<file path="src/rtl/csv_tok_pkg.sv">
// Shared types and constants for the CSV byte tokenizer.
// Widths in tok_beat_t match the default MAX_FIELDS/REC_W configuration.
package csv_tok_pkg;

   localparam logic [7:0] CR = 8'h0D;
   localparam logic [7:0] LF = 8'h0A;

   localparam int unsigned TOK_FIELD_W = 6;
   localparam int unsigned TOK_REC_W   = 16;

   typedef enum logic [2:0] {
      FIELD_START,
      UNQUOTED,
      QUOTED,
      QUOTE_SEEN,
      CR_SEEN,
      FLUSH
   } tok_state_e;

   typedef struct packed {
      logic [7:0]             data;
      logic                   empty;
      logic                   field_end;
      logic                   record_end;
      logic [TOK_FIELD_W-1:0] field_idx;
      logic [TOK_REC_W-1:0]   record_idx;
   } tok_beat_t;

endpackage

</file>
<file path="src/rtl/csv_byte_tokenizer_if.sv">
// Byte-in / tagged-beat-out handshake bundle of the CSV tokenizer.
interface csv_byte_tokenizer_if #(
   parameter int unsigned FIELD_W = 6,
   parameter int unsigned REC_W   = 16
);
   logic               s_valid;
   logic               s_ready;
   logic [7:0]         s_data;
   logic               s_last;
   logic               m_valid;
   logic               m_ready;
   logic [7:0]         m_data;
   logic               m_empty;
   logic               m_field_end;
   logic               m_record_end;
   logic [FIELD_W-1:0] m_field_idx;
   logic [REC_W-1:0]   m_record_idx;

   modport master (
      output s_valid, s_data, s_last, m_ready,
      input  s_ready, m_valid, m_data, m_empty, m_field_end, m_record_end,
             m_field_idx, m_record_idx
   );

   modport slave (
      input  s_valid, s_data, s_last, m_ready,
      output s_ready, m_valid, m_data, m_empty, m_field_end, m_record_end,
             m_field_idx, m_record_idx
   );
endinterface

</file>
<file path="src/rtl/csv_tok_out_reg.sv">
// Single valid/ready output stage; a loaded beat is held until the sink takes it.
module csv_tok_out_reg
   import csv_tok_pkg::*;
#(
   parameter type beat_t = tok_beat_t
) (
   input  logic  clk,
   input  logic  rst_n,
   input  logic  load_i,
   input  logic  ready_i,
   input  beat_t beat_i,
   output logic  valid_o,
   output beat_t beat_o
);
   logic  valid_q;
   beat_t beat_q;

   always_ff @(posedge clk or negedge rst_n) begin
      if (!rst_n) begin
         valid_q <= 1'b0;
         beat_q  <= '0;
      end else if (load_i) begin
         valid_q <= 1'b1;
         beat_q  <= beat_i;
      end else if (ready_i) begin
         valid_q <= 1'b0;
      end
   end

   assign valid_o = valid_q;
   assign beat_o  = beat_q;
endmodule

</file>
<file path="src/rtl/csv_byte_tokenizer.sv">
// CSV byte-stream tokenizer: one field character per beat, field/record end tagged on the last beat.
// A character is held in the pending register until the next byte reveals whether it ends its field.
module csv_byte_tokenizer
   import csv_tok_pkg::*;
#(
   parameter logic [7:0]  DELIM      = 8'h2C,
   parameter logic [7:0]  QUOTE      = 8'h22,
   parameter int unsigned MAX_FIELDS = 64,
   parameter int unsigned REC_W      = 16
) (
   input  logic                 clk,
   input  logic                 rst_n,
   csv_byte_tokenizer_if.slave  bus,
   output logic                 err_quote,
   output logic                 err_overflow
);
   localparam int unsigned FIELD_W = $clog2(MAX_FIELDS);

   typedef struct packed {
      logic [7:0]         data;
      logic               empty;
      logic               field_end;
      logic               record_end;
      logic [FIELD_W-1:0] field_idx;
      logic [REC_W-1:0]   record_idx;
   } beat_t;

   tok_state_e         state_q, state_d, cur_st;
   logic               pend_valid_q, pend_valid_d;
   logic [7:0]         pend_data_q, pend_data_d;
   logic [FIELD_W-1:0] field_idx_q, field_idx_d;
   logic [REC_W-1:0]   record_idx_q, record_idx_d;
   logic               err_quote_q, err_quote_d;
   logic               err_ovf_q, err_ovf_d;
   logic               out_free, accept, load, m_valid;
   logic               do_char, do_term, term_rec, rec_done, is_rec, is_term;
   beat_t              beat_d, beat_q;

   assign out_free    = !m_valid || bus.m_ready;
   assign bus.s_ready = rst_n && out_free && (state_q != FLUSH);
   assign accept      = bus.s_valid && bus.s_ready;

   always_comb begin
      state_d      = state_q;
      pend_valid_d = pend_valid_q;
      pend_data_d  = pend_data_q;
      field_idx_d  = field_idx_q;
      record_idx_d = record_idx_q;
      err_quote_d  = err_quote_q;
      err_ovf_d    = err_ovf_q;
      load         = 1'b0;
      do_char      = 1'b0;
      do_term      = 1'b0;
      term_rec     = 1'b0;
      rec_done     = 1'b0;
      is_rec       = (bus.s_data == CR) || (bus.s_data == LF);
      is_term      = is_rec || (bus.s_data == DELIM);
      // A non-LF byte after CR starts a fresh field as if from FIELD_START.
      cur_st       = (state_q == CR_SEEN) ? FIELD_START : state_q;
      beat_d            = '0;
      beat_d.field_idx  = field_idx_q;
      beat_d.record_idx = record_idx_q;

      if (state_q == FLUSH) begin
         if (out_free) begin
            do_term  = 1'b1;
            term_rec = 1'b1;
            state_d  = FIELD_START;
         end
      end else if (accept) begin
         if (state_q == CR_SEEN && bus.s_data == LF) begin
            rec_done = 1'b1;
            state_d  = FIELD_START;
         end else begin
            case (cur_st)
               FIELD_START: begin
                  if (bus.s_data == QUOTE) state_d = QUOTED;
                  else if (is_term) begin
                     do_term  = 1'b1;
                     term_rec = is_rec;
                  end else begin
                     do_char = 1'b1;
                     state_d = UNQUOTED;
                  end
               end
               UNQUOTED: begin
                  if (is_term) begin
                     do_term  = 1'b1;
                     term_rec = is_rec;
                  end else begin
                     do_char = 1'b1;
                     if (bus.s_data == QUOTE) err_quote_d = 1'b1;
                  end
               end
               QUOTED: begin
                  if (bus.s_data == QUOTE) state_d = QUOTE_SEEN;
                  else do_char = 1'b1;
               end
               QUOTE_SEEN: begin
                  if (bus.s_data == QUOTE) begin
                     do_char = 1'b1;
                     state_d = QUOTED;
                  end else if (is_term) begin
                     do_term  = 1'b1;
                     term_rec = is_rec;
                  end else begin
                     do_char     = 1'b1;
                     err_quote_d = 1'b1;
                     state_d     = UNQUOTED;
                  end
               end
               default: ;
            endcase
            if (do_term) begin
               state_d  = (term_rec && bus.s_data == CR) ? CR_SEEN : FIELD_START;
               rec_done = term_rec;
            end
         end
         if (bus.s_last) begin
            if (rec_done) state_d = FIELD_START;
            else begin
               if (state_d == QUOTED) err_quote_d = 1'b1;
               state_d = FLUSH;
            end
         end
      end

      if (do_term) begin
         load              = 1'b1;
         beat_d.data       = pend_valid_q ? pend_data_q : '0;
         beat_d.empty      = !pend_valid_q;
         beat_d.field_end  = 1'b1;
         beat_d.record_end = term_rec;
         pend_valid_d      = 1'b0;
         pend_data_d       = '0;
         if (term_rec) begin
            field_idx_d  = '0;
            record_idx_d = record_idx_q + REC_W'(1);
         end else if (field_idx_q == FIELD_W'(MAX_FIELDS - 1)) begin
            err_ovf_d = 1'b1;
         end else begin
            field_idx_d = field_idx_q + FIELD_W'(1);
         end
      end else if (do_char) begin
         load         = pend_valid_q;
         beat_d.data  = pend_data_q;
         pend_valid_d = 1'b1;
         pend_data_d  = bus.s_data;
      end
   end

   always_ff @(posedge clk or negedge rst_n) begin
      if (!rst_n) begin
         state_q      <= FIELD_START;
         pend_valid_q <= 1'b0;
         pend_data_q  <= '0;
         field_idx_q  <= '0;
         record_idx_q <= '0;
         err_quote_q  <= 1'b0;
         err_ovf_q    <= 1'b0;
      end else begin
         state_q      <= state_d;
         pend_valid_q <= pend_valid_d;
         pend_data_q  <= pend_data_d;
         field_idx_q  <= field_idx_d;
         record_idx_q <= record_idx_d;
         err_quote_q  <= err_quote_d;
         err_ovf_q    <= err_ovf_d;
      end
   end

   csv_tok_out_reg #(
      .beat_t (beat_t)
   ) u_out_reg (
      .clk     (clk),
      .rst_n   (rst_n),
      .load_i  (load),
      .ready_i (bus.m_ready),
      .beat_i  (beat_d),
      .valid_o (m_valid),
      .beat_o  (beat_q)
   );

   assign bus.m_valid      = m_valid;
   assign bus.m_data       = beat_q.data;
   assign bus.m_empty      = beat_q.empty;
   assign bus.m_field_end  = beat_q.field_end;
   assign bus.m_record_end = beat_q.record_end;
   assign bus.m_field_idx  = beat_q.field_idx;
   assign bus.m_record_idx = beat_q.record_idx;
   assign err_quote        = err_quote_q;
   assign err_overflow     = err_ovf_q;
endmodule

</file>
<file path="src/flat_wrapper.sv">
// flat-port wrapper written by rule: the top's interface ports become plain ports
module csv_byte_tokenizer_flat import csv_tok_pkg::*;
#(
   parameter logic [7:0]  DELIM      = 8'h2C,
   parameter logic [7:0]  QUOTE      = 8'h22,
   parameter int unsigned MAX_FIELDS = 64,
   parameter int unsigned REC_W      = 16
)
  (clk, rst_n, err_quote, err_overflow, bus_s_valid, bus_s_data, bus_s_last, bus_m_ready, bus_s_ready, bus_m_valid, bus_m_data, bus_m_empty, bus_m_field_end, bus_m_record_end, bus_m_field_idx, bus_m_record_idx);
  csv_byte_tokenizer_if #(.REC_W(REC_W)) bus_i ();
  input  logic clk;
  input  logic rst_n;
  output logic err_quote;
  output logic err_overflow;
  input wire logic [$bits(bus_i.s_valid)-1:0] bus_s_valid;
  input wire logic [$bits(bus_i.s_data)-1:0] bus_s_data;
  input wire logic [$bits(bus_i.s_last)-1:0] bus_s_last;
  input wire logic [$bits(bus_i.m_ready)-1:0] bus_m_ready;
  output wire logic [$bits(bus_i.s_ready)-1:0] bus_s_ready;
  output wire logic [$bits(bus_i.m_valid)-1:0] bus_m_valid;
  output wire logic [$bits(bus_i.m_data)-1:0] bus_m_data;
  output wire logic [$bits(bus_i.m_empty)-1:0] bus_m_empty;
  output wire logic [$bits(bus_i.m_field_end)-1:0] bus_m_field_end;
  output wire logic [$bits(bus_i.m_record_end)-1:0] bus_m_record_end;
  output wire logic [$bits(bus_i.m_field_idx)-1:0] bus_m_field_idx;
  output wire logic [$bits(bus_i.m_record_idx)-1:0] bus_m_record_idx;
  assign bus_i.s_valid = bus_s_valid;
  assign bus_i.s_data = bus_s_data;
  assign bus_i.s_last = bus_s_last;
  assign bus_i.m_ready = bus_m_ready;
  assign bus_s_ready = bus_i.s_ready;
  assign bus_m_valid = bus_i.m_valid;
  assign bus_m_data = bus_i.m_data;
  assign bus_m_empty = bus_i.m_empty;
  assign bus_m_field_end = bus_i.m_field_end;
  assign bus_m_record_end = bus_i.m_record_end;
  assign bus_m_field_idx = bus_i.m_field_idx;
  assign bus_m_record_idx = bus_i.m_record_idx;
  csv_byte_tokenizer #(.DELIM(DELIM), .QUOTE(QUOTE), .MAX_FIELDS(MAX_FIELDS), .REC_W(REC_W)) u_core (.clk(clk), .rst_n(rst_n), .bus(bus_i), .err_quote(err_quote), .err_overflow(err_overflow));
endmodule
</file>
<file path="config.mk">
export PLATFORM = sky130hd
export DESIGN_NAME = csv_byte_tokenizer_flat
export DESIGN_NICKNAME = d
export VERILOG_FILES = /design/src/rtl/csv_tok_pkg.sv /design/src/rtl/csv_byte_tokenizer_if.sv /design/src/rtl/csv_tok_out_reg.sv /design/src/rtl/csv_byte_tokenizer.sv /design/src/flat_wrapper.sv
export SDC_FILE = /design/constraint.sdc
export NUM_CORES = 1
export LEC_CHECK = 0
export CAP_MARGIN = 25
export CORE_MARGIN = 2
export CORE_UTILIZATION = 37
export CTS_BUF_LIST = sky130_fd_sc_hd__clkbuf_16
export CTS_CLUSTER_SIZE = 40
export DETAILED_ROUTE_END_ITERATION = 10
export RECOVER_POWER = 100
export SKIP_CTS_REPAIR_TIMING = 1
export SLEW_MARGIN = 20
export SYNTH_ARGS = -nofsm -noshare
export SYNTH_HDL_FRONTEND = slang
export SYNTH_SLANG_ARGS = --single-unit
</file>
<file path="constraint.sdc">
create_clock -name clk -period 2 [get_ports clk]
set_input_delay 0.3 -clock clk [delete_from_list [all_inputs] [get_ports clk]]
set_output_delay 0.3 -clock clk [all_outputs]
set_load 0.02 [all_outputs]
</file>
**Yosys cells after proc, flatten, opt, wreduce, memory -nomap -nowiden**

Cells that the tools add are included.

- Bitwise logic cells: 2
- Add/subtract/negate cells: 2
- Eq/ne operators: 14
- Reduce and logical (&&, ||, !) cells: 20
- Multiplexer cells: 69

Operators with widths:

| cell | number |
|---|---|
| $mux 3 | 15 |
| $mux 1 | 42 |
| $mux 8 | 5 |
| $add 16x1->16 const B | 1 |
| $eq 8x4->1 const B | 2 |
| $eq 8x6->1 const B | 2 |
| $mux 6 | 2 |
| $eq 3x2->1 const B | 3 |
| $reduce_and 2->1 | 4 |
| $add 6x1->6 const B | 1 |
| $eq 3x3->1 const B | 2 |
| $eq 6x6->1 const B | 1 |
| $pmux 1 s2 | 3 |
| $pmux 3 s2 | 1 |
| $reduce_bool 2->1 | 3 |
| $logic_and 1x1->1 | 5 |
| $ne 2x1->1 const B | 2 |
| $pmux 1 s4 | 1 |
| $eq 3x1->1 const B | 1 |
| $logic_not 3->1 | 1 |
| $logic_or 1x1->1 | 3 |
| $ne 3x3->1 const B | 1 |
| $reduce_and 3->1 | 1 |
| $logic_not 1->1 | 2 |
| other kinds (2) | 3 |

- Output and inout bits: 37
- Logic and storage cells: 121
- Input bits: 13
- Flip-flop bits (word level): 70

**Logic depth before layout (Yosys ltp)**

Gate-level depths: netlist (run 1).

- Word-level depth: 19
- Mapped depth: 9
- Gate-level depth less buffers: 7

**Modules after synthesis**

Synthesis (run 1) repeated with hierarchy kept, for this count alone.

- Cells, all modules: 318
- Area total of the unflattened synthesis: 3736.1 µm²

Modules (own cells, without submodules):

| module | cells an instance | area an instance (µm²) | seq. area each (µm²) | instances |
|---|---|---|---|---|
| csv_byte_tokenizer | 245 | 2322.2 | 900.9 | 1 |
| csv_tok_out_reg | 73 | 1413.9 | 850.8 | 1 |

**Worst setup path before layout (run 1)**

OpenSTA, ideal clock, no wires.

- Path kind: input -> register
- Start: in bus_s_data[5]
- End: reg u_core.u_out_reg.beat_o[5] (netlist name)
- Cell stages on the path: 8
- Path buffers: 2
- Arrival time: 2.028 ns
- Path slack: -0.155 ns
- Setup time: 0.128 ns
- Required time: 1.872 ns
- Path through: buf_2 nor4b_2 o311ai_2 o21bai_4 a22o_1 a41oi_2 buf_6 mux2_1

- Cells in the longest elaborated chain, start to end: 13
- Elaborated cells between the ends (all ways): 26
- Those cells by class: 4 x eq/ne; 19 x mux; 3 x reduce/logical

Ends and longest elaborated chain:

| item | line | source |
|---|---|---|
| from (decl) | flat_wrapper.sv:16 | `input wire logic [$bits(bus_i.s_data)-1:0] bus_s_data;` |
| $eq 8x4->1 (on tied branches) | csv_byte_tokenizer.sv:56, csv_byte_tokenizer.sv:71 |  |
| $logic_or 1x1->1 | csv_byte_tokenizer.sv:56 | `is_rec = (bus.s_data == CR) \|\| (bus.s_data == LF);` |
| $logic_or 1x1->1 | csv_byte_tokenizer.sv:57 | `is_term = is_rec \|\| (bus.s_data == DELIM);` |
| $mux 1 | csv_byte_tokenizer.sv:78, csv_byte_tokenizer.sv:87, csv_byte_tokenizer.sv:103 |  |
| $mux 1 | csv_byte_tokenizer.sv:77 | `if (bus.s_data == QUOTE) state_d = QUOTED;` |
| $pmux 1 s2 | csv_byte_tokenizer.sv:75 | `case (cur_st)` |
| $mux 1 | csv_byte_tokenizer.sv:71 | `if (state_q == CR_SEEN && bus.s_data == LF) begin` |
| $mux 1 | csv_byte_tokenizer.sv:70 | `end else if (accept) begin` |
| $mux 1 | csv_byte_tokenizer.sv:64 | `if (state_q == FLUSH) begin` |
| $mux 1 | csv_byte_tokenizer.sv:71 |  |
| $mux 1 | csv_byte_tokenizer.sv:70 |  |
| $mux 1 | csv_byte_tokenizer.sv:64 |  |
| $mux 1 (*) | csv_byte_tokenizer.sv:128 | `if (do_term) begin` |

Mark *: on every way between the ends. The rest lies on a longest branch, timed or not. The select of a mux whose other input is x is not followed.
A chain may end at the register's enable or synchronous reset.

**Worst setup path after layout (run 1)**

- Start: reg u_core.state_q[1]
- End: reg u_core.u_out_reg.beat_o[7] (netlist name)

- Cells in the longest elaborated chain, start to end: 12
- Elaborated cells between the ends (all ways): 25
- Those cells by class: 6 x eq/ne; 14 x mux; 5 x reduce/logical

Ends and longest elaborated chain:

| item | line | source |
|---|---|---|
| from (decl) | csv_byte_tokenizer.sv:28 | `tok_state_e state_q, state_d, cur_st;` |
| from (signal assigned) | csv_byte_tokenizer.sv:162 | `state_q <= state_d;` |
| $eq 3x3->1 | csv_byte_tokenizer.sv:59, csv_byte_tokenizer.sv:71 |  |
| $mux 3 | csv_byte_tokenizer.sv:59 | `cur_st = (state_q == CR_SEEN) ? FIELD_START : state_q;` |
| $eq 3x2->1 / $logic_not 3->1 (equally long branches) | csv_byte_tokenizer.sv:75 |  |
| $reduce_or 2->1 (no line) | n/a |  |
| $pmux 1 s2 | csv_byte_tokenizer.sv:75 |  |
| $mux 1 | csv_byte_tokenizer.sv:71 |  |
| $mux 1 | csv_byte_tokenizer.sv:70 |  |
| $mux 1 | csv_byte_tokenizer.sv:64 |  |
| $mux 1 | csv_byte_tokenizer.sv:71 |  |
| $mux 1 | csv_byte_tokenizer.sv:70 |  |
| $mux 1 | csv_byte_tokenizer.sv:64 |  |
| $mux 1 (*) | csv_byte_tokenizer.sv:128 |  |

Marked as above.

==> flow_metrics.tcl, run 1 <==
set metrics [dict create \
    antenna_found_initial 0 \
    synthFlopType "dfrtp_1" \
    syn_area_per_cell_um2 11.3 \
    async_reset_ff_share_pct 100 \
    clock_sinks 70 \
    dpl.cell_count 502 \
    synth_top_cell_by_area "dfrtp_1" \
    drt-initial-drc-count 62 \
    core_area_um2 8760 \
    max-vdd-ir-drop_v 0.000589 \
    setup_viol 54 \
    dp_hpwl_mm 5.56 \
    synth-seq-cells 70 \
    layout.nets 432 \
    synthSimpleGateAreaFrac_pct 15.6 \
    dieHeight_um 99.1 \
    cts_inserted_buffers 9 \
    cellLeakagePower_nw 2.39 \
    tns_ns -7.38 \
    max_freq_mhz 443 \
    wl_mm 8.54 \
    area_growth_pct 51.5 \
    arrival_ns 2.47 \
    synth_top_family_by_area "simple AND/OR/NAND/NOR gates" \
    p_per_area_nw_per_um2 1220 \
    synth_area_leaders "dfrtp_1 (52%), mux2_1 (6.7%), nand2_1 (3.0%), xnor2_1 (2.6%), a22o_1 (2.4%)" \
    via_per_inst 5.16 \
    synth-edff-count 0 \
    path_buf_inv 2 \
    yosys.area.top_type_share_pct 52.3 \
    crit_chain "nand3b_1 -> and4_4 -> o31ai_4 -> a22o_1 -> a41oi_4 -> buf_12 -> buf_6 -> mux2_1" \
    final_common_cell "dfrtp_1" \
    worstSetupStartpointType "flop" \
    path_clk_slew_ns 0.06 \
    vias 2736 \
    yosys-mux-area-fraction_pct 8.04 \
    stdcell_count 530 \
    violations "capacitance limit, slew limit, setup timing" \
    fin_util_pct 57.9 \
    path_max_fanout 6 \
    synthCells 295 \
    rows 34 \
    worst_slack_ns -0.258 \
    fin_area_um2 5070 \
    ys_types 61 \
    synth_fa_ha_area_share_pct 1.05 \
    die_width_um 99.1 \
    syn_area_um2 3350 \
    dieArea_um2 9820 \
    fin_crit_ns 2.26 \
    path_class "flop to flop" \
    grt_setup_unrepaired "yes" \
    cts_tree "done" \
    synth_compound_area_share_pct 14.8 \
    port_buffers 49 \
    grt_start_max_net_pins 71 \
    overflow 0 \
    relSlewSlack_pct -1.05 \
    endpoint_kind "flop" \
    grt_pass1_wl_mm 13.1 \
    maxCapViolCount 1 \
    ys_warn_count 0 \
    syn_nets 310 \
    status "finished, violations left" \
    period_share_pct 113 \
    dpl_cell_area_um2 4440 \
    wire_per_inst_um 16.1 \
    final_cell_mix "dfrtp_1 (70), buf_4 (56), dlygate4sd3_1 (36), nand2_1 (24), mux2_4 (20)" \
    hold_violations 0 \
    drive_gt1_share_pct 33.6 \
    path_delay_family "compound AO/OA/AOI/OAI gates" \
    drt.antenna.violating_nets 0 \
    cp_slowest_cell "dfrtp_1" \
    clock-skew-final_ns 0.00662 \
    clock_latency_ns 0.33 \
    cp_slowest_stage_delay_ns 0.42 \
    ios 50 \
    worst_pin_slew_ns 1.52 \
    finalMaxSlewViolations 71 \
    gp_congestion 0.867 \
    required_ns 2.21 \
    dr.pass1.iters 4 \
    drc 0 \
    clk_path_buf_depth 2 \
    initial_core_util_pct 38.2 \
    num_antenna_cells 0 \
    grtUsageTotal_pct 16.8 \
    cts_root_buf "clkbuf_16" \
    worstHoldPathType "input pin to flop" \
    ys_seq_area_share_pct 52.3 \
    grt_pass1_vias 2732 \
    htree_levels 3 \
    synthXorXnorAreaFrac_pct 4.19 \
    hold_ws_ns 0.449 \
]
==> flip-flops by register name (all words and copies together), names as in the netlist, 3 cells and up <==
signal / cells
u_core.state_q: 3
u_core.record_idx_q: 16
u_core.u_out_reg.beat_o: 33
u_core.pend_data_q: 8
u_core.field_idx_q: 6
==> area by class of cell <==
cell class / instances / area [um2]
clock buffer: 9 / 225
fill: 750 / 3690
timing repair buffer: 122 / 1140
sequential: 70 / 1750
multi-input combinational: 196 / 1710
tap: 108 / 135
inverter: 18 / 67.6
clock inverter: 7 / 41.3
==> logic make-up after synthesis <==
family | after synthesis
AO/OA/AOI/OAI | 64
XOR/XNOR | 16
adder cells (fa/ha/maj) | 3
buffers and inverters | 29
flip-flops | 70
multiplexers | 24
AND/OR/NAND/NOR | 89
==> report_power, final <==
group | leakage, nW | internal, mW | switching, mW
Combinational | 1.37 | 1.44 | 1.37
Sequential | 0.886 | 1.75 | 0.229
Clock | 0.130 | 0.829 | 0.593
Total | 2.39 | 4.02 | 2.19
==> through the flow <==
| stage | setup slack (ns) | total power [mW] |
|---|---|---|
| after floorplan | -0.0663 | 3.28 |
| after global placement | -0.708 | 4.32 |
| after detailed placement | -0.759 | 4.37 |
| after CTS | -0.417 | 5.81 |
| after global routing | -0.279 | 6.57 |
| final | -0.258 | 6.21 |
==> cells in the mapped netlist (all sizes together), types with 2 or more instances <==
cell type and count:
o311ai 2, or3 2, a31oi 2, ha 2, a41oi 3, nor2b 2
a211oi 2, nand2b 3, and2 2, xor2 6, nand2 27, nand4 3
nor4 2, nor3 2, and3 7, a22o 9, o21ai 16, inv 18
nor2 12, xnor2 10, nor4b 3, a32o 2, a31o 2, clkbuf 3
a21oi 8, nor3b 4, and3b 2, and4bb 3, dfrtp 70, nand3 12
o22ai 8, buf 8, mux2 23
==> path summary, 6_finish.rpt <==
kind                                startpoint                          to  slack, ns  cells after the start
max                          u_core.state_q[1]  u_core.u_out_reg.beat_o[7]      -0.26                      8
min                              bus_s_data[3]       u_core.pend_data_q[3]       0.45                      3
max reg2reg                  u_core.state_q[1]  u_core.u_out_reg.beat_o[7]      -0.26                      8
min reg2reg                u_core.err_overflow         u_core.err_overflow       0.46                      1
max in group asynchronous                rst_n      u_core.record_idx_q[6]       0.41                      3
min in group asynchronous                rst_n         u_core.pend_valid_q       0.67                      3
==> routing by layer <==
metal  global-route usage [%]  part of all wire (%)
met4                     5.37                   1.1
met1                     21.3                    45
met2                     27.9                    51
met3                     4.57                   3.5
met5                        0                     0
==> worst register-to-register path: stages, from the launching register on <==
cell	delay, ns
dfrtp_1	0.42
nand3b_1	0.23
and4_4	0.29
o31ai_4	0.08
a22o_1	0.27
a41oi_4	0.23
buf_12	0.16
buf_6	0.14
mux2_1	0.32
Note: power is estimated with default switching activity, not from simulation.
==> inputs of run 2 (changes only) <==
- CAP_MARGIN: 25 -> 5
- CORE_MARGIN: 2 -> 1
==> flow_metrics.tcl, run 2 (synthesis gave the netlist of run 1 again) <==
set metrics [dict create \
    status "finished, violations left" \
    violations "capacitance limit, slew limit, setup timing" \
    worstHoldPathType "input pin to flop" \
    gp_congestion 0.855 \
    core_area_um2 8720 \
    path_clk_slew_ns 0.06 \
    clock_power_share_pct 24.6 \
    cts_inserted_buffers 9 \
    num_antenna_cells 0 \
    worstSetupStartpointType "flop" \
    stdcell_count 526 \
    die_width_um 97.1 \
    max_freq_mhz 455 \
    dpl.cell_count 500 \
    arrival_ns 2.40 \
    fin_crit_ns 2.20 \
    path_max_fanout 7 \
    intPower_mw 4.03 \
    dpl_cell_area_um2 4440 \
    layout.nets 429 \
    cellLeakagePower_nw 2.43 \
    maxCapViolCount 1 \
    seqPwrFrac_pct 32.1 \
    cts_root_buf "clkbuf_16" \
    grt_start_max_net_pins 71 \
    period_share_pct 110 \
    via_per_inst 5.21 \
    pwr-share-comb_pct 43.4 \
    fin_area_um2 5070 \
    max-vdd-ir-drop_v 0.000575 \
    initial_core_util_pct 38.4 \
    port_buffers 49 \
    grt_pass1_wl_mm 13.4 \
    final_common_cell "dfrtp_1" \
    relSlewSlack_pct -2.09 \
    swShare_pct 34.7 \
    p_total_mw 6.18 \
    grt_pass1_vias 2785 \
    fin_util_pct 58.2 \
    vias 2743 \
    clk_path_buf_depth 2 \
    worst_pin_slew_ns 1.53 \
    ios 50 \
    wl_mm 8.36 \
    p_sw_mw 2.14 \
    grtUsageTotal_pct 17.9 \
    required_ns 2.21 \
    clock-skew-final_ns 0.00396 \
    dieArea_um2 9430 \
    dr.pass1.iters 4 \
    path_class "flop to flop" \
    drive_gt1_share_pct 30.4 \
    wire_per_inst_um 15.9 \
    hold_ws_ns 0.453 \
    finalMaxSlewViolations 71 \
    antenna_found_initial 0 \
    cp_slowest_stage_delay_ns 0.42 \
    endpoint_kind "flop" \
    dp_hpwl_mm 5.51 \
    dieHeight_um 97.1 \
    dp_slack_ns -0.726 \
    hold_start "bus_s_data[3]" \
    final_cell_mix "dfrtp_1 (70), buf_4 (50), dlygate4sd3_1 (36), nand2_1 (23), inv_1 (20)" \
    setup_viol 33 \
    p_per_area_nw_per_um2 1220 \
    tns_ns -4.48 \
    largest_register_ffs 33 \
    drc 0 \
    overflow 0 \
    area_growth_pct 51.6 \
    r2r-start "u_core.state_q[1]" \
    grt_setup_unrepaired "yes" \
    htree_levels 3 \
    hold_violations 0 \
    drt-initial-drc-count 135 \
    drt.antenna.violating_nets 0 \
    rows 34 \
    crit_chain "nand3b_1 -> and4_4 -> o31ai_4 -> a22o_1 -> a41oi_4 -> buf_12 -> clkbuf_16 -> mux2_1" \
    cts_tree "done" \
    startpoint "u_core.state_q[1]" \
    cp_slowest_cell "dfrtp_1" \
    clock_sinks 70 \
    clock_latency_ns 0.33 \
    worst_slack_ns -0.196 \
]
==> run 2: cell count changes in the layout (fill, tap and decap cells not counted), sizes merged <==
cell / previous run / this run
buf: 69 / 65
bufinv: 0 / 1
clkbuf: 16 / 17
clkinvlp: 2 / 0
==> run 2: worst max-delay path, delay by kind of cell, from the launching register on <==
family / cells / cell delay [ns]
buf+inv: 2 / 0.30
simple gates: 2 / 0.50
flops: 1 / 0.42
mux: 1 / 0.32
compound gates: 3 / 0.54
==> run 2: area by class of cell <==
class / instances / area [um2]
flip-flops and latches: 70 / 1750
repair buffers: 119 / 1110
clock buffers: 9 / 225
clock inverters: 6 / 56.3
well taps: 108 / 135
multi-input cells: 196 / 1730
inverters: 18 / 67.6
fillers: 729 / 3650
==> run 2: power by group through the flow <==
stage	combinational, mW	sequential (mW)	clock (mW)
6_report	2.68	1.98	1.52
5_1_grt	2.89	2.03	1.61
4_1_cts	2.40	1.98	1.56
3_5_place_dp	2.39	2.00	0
3_3_place_gp	2.36	1.99	0
2_1_floorplan	1.12	2.16	0
==> run 2: path summary, 6_finish.rpt <==
check                      depth (start not counted)  slack [ns]                         end
min                                                3        0.45       u_core.pend_data_q[3]
min reg2reg                                        1        0.46            u_core.err_quote
max                                                8       -0.20  u_core.u_out_reg.beat_o[3]
max in group asynchronous                          3        0.39            u_core.err_quote
max reg2reg                                        8       -0.20  u_core.u_out_reg.beat_o[3]
min in group asynchronous                          3        0.67       u_core.pend_data_q[5]
==> run 2: per-layer routing <==
| layer | GRT usage [%] | part of all wire, % | vias up |
|---|---|---|---|
| met4 | 4.59 | 1.4 | 0 |
| li1 | - | - | 1310 |
| met5 | 0 | 0 | - |
| met2 | 29.8 | 50 | 69 |
| met1 | 22.6 | 43 | 1355 |
| met3 | 5.68 | 5.1 | 9 |
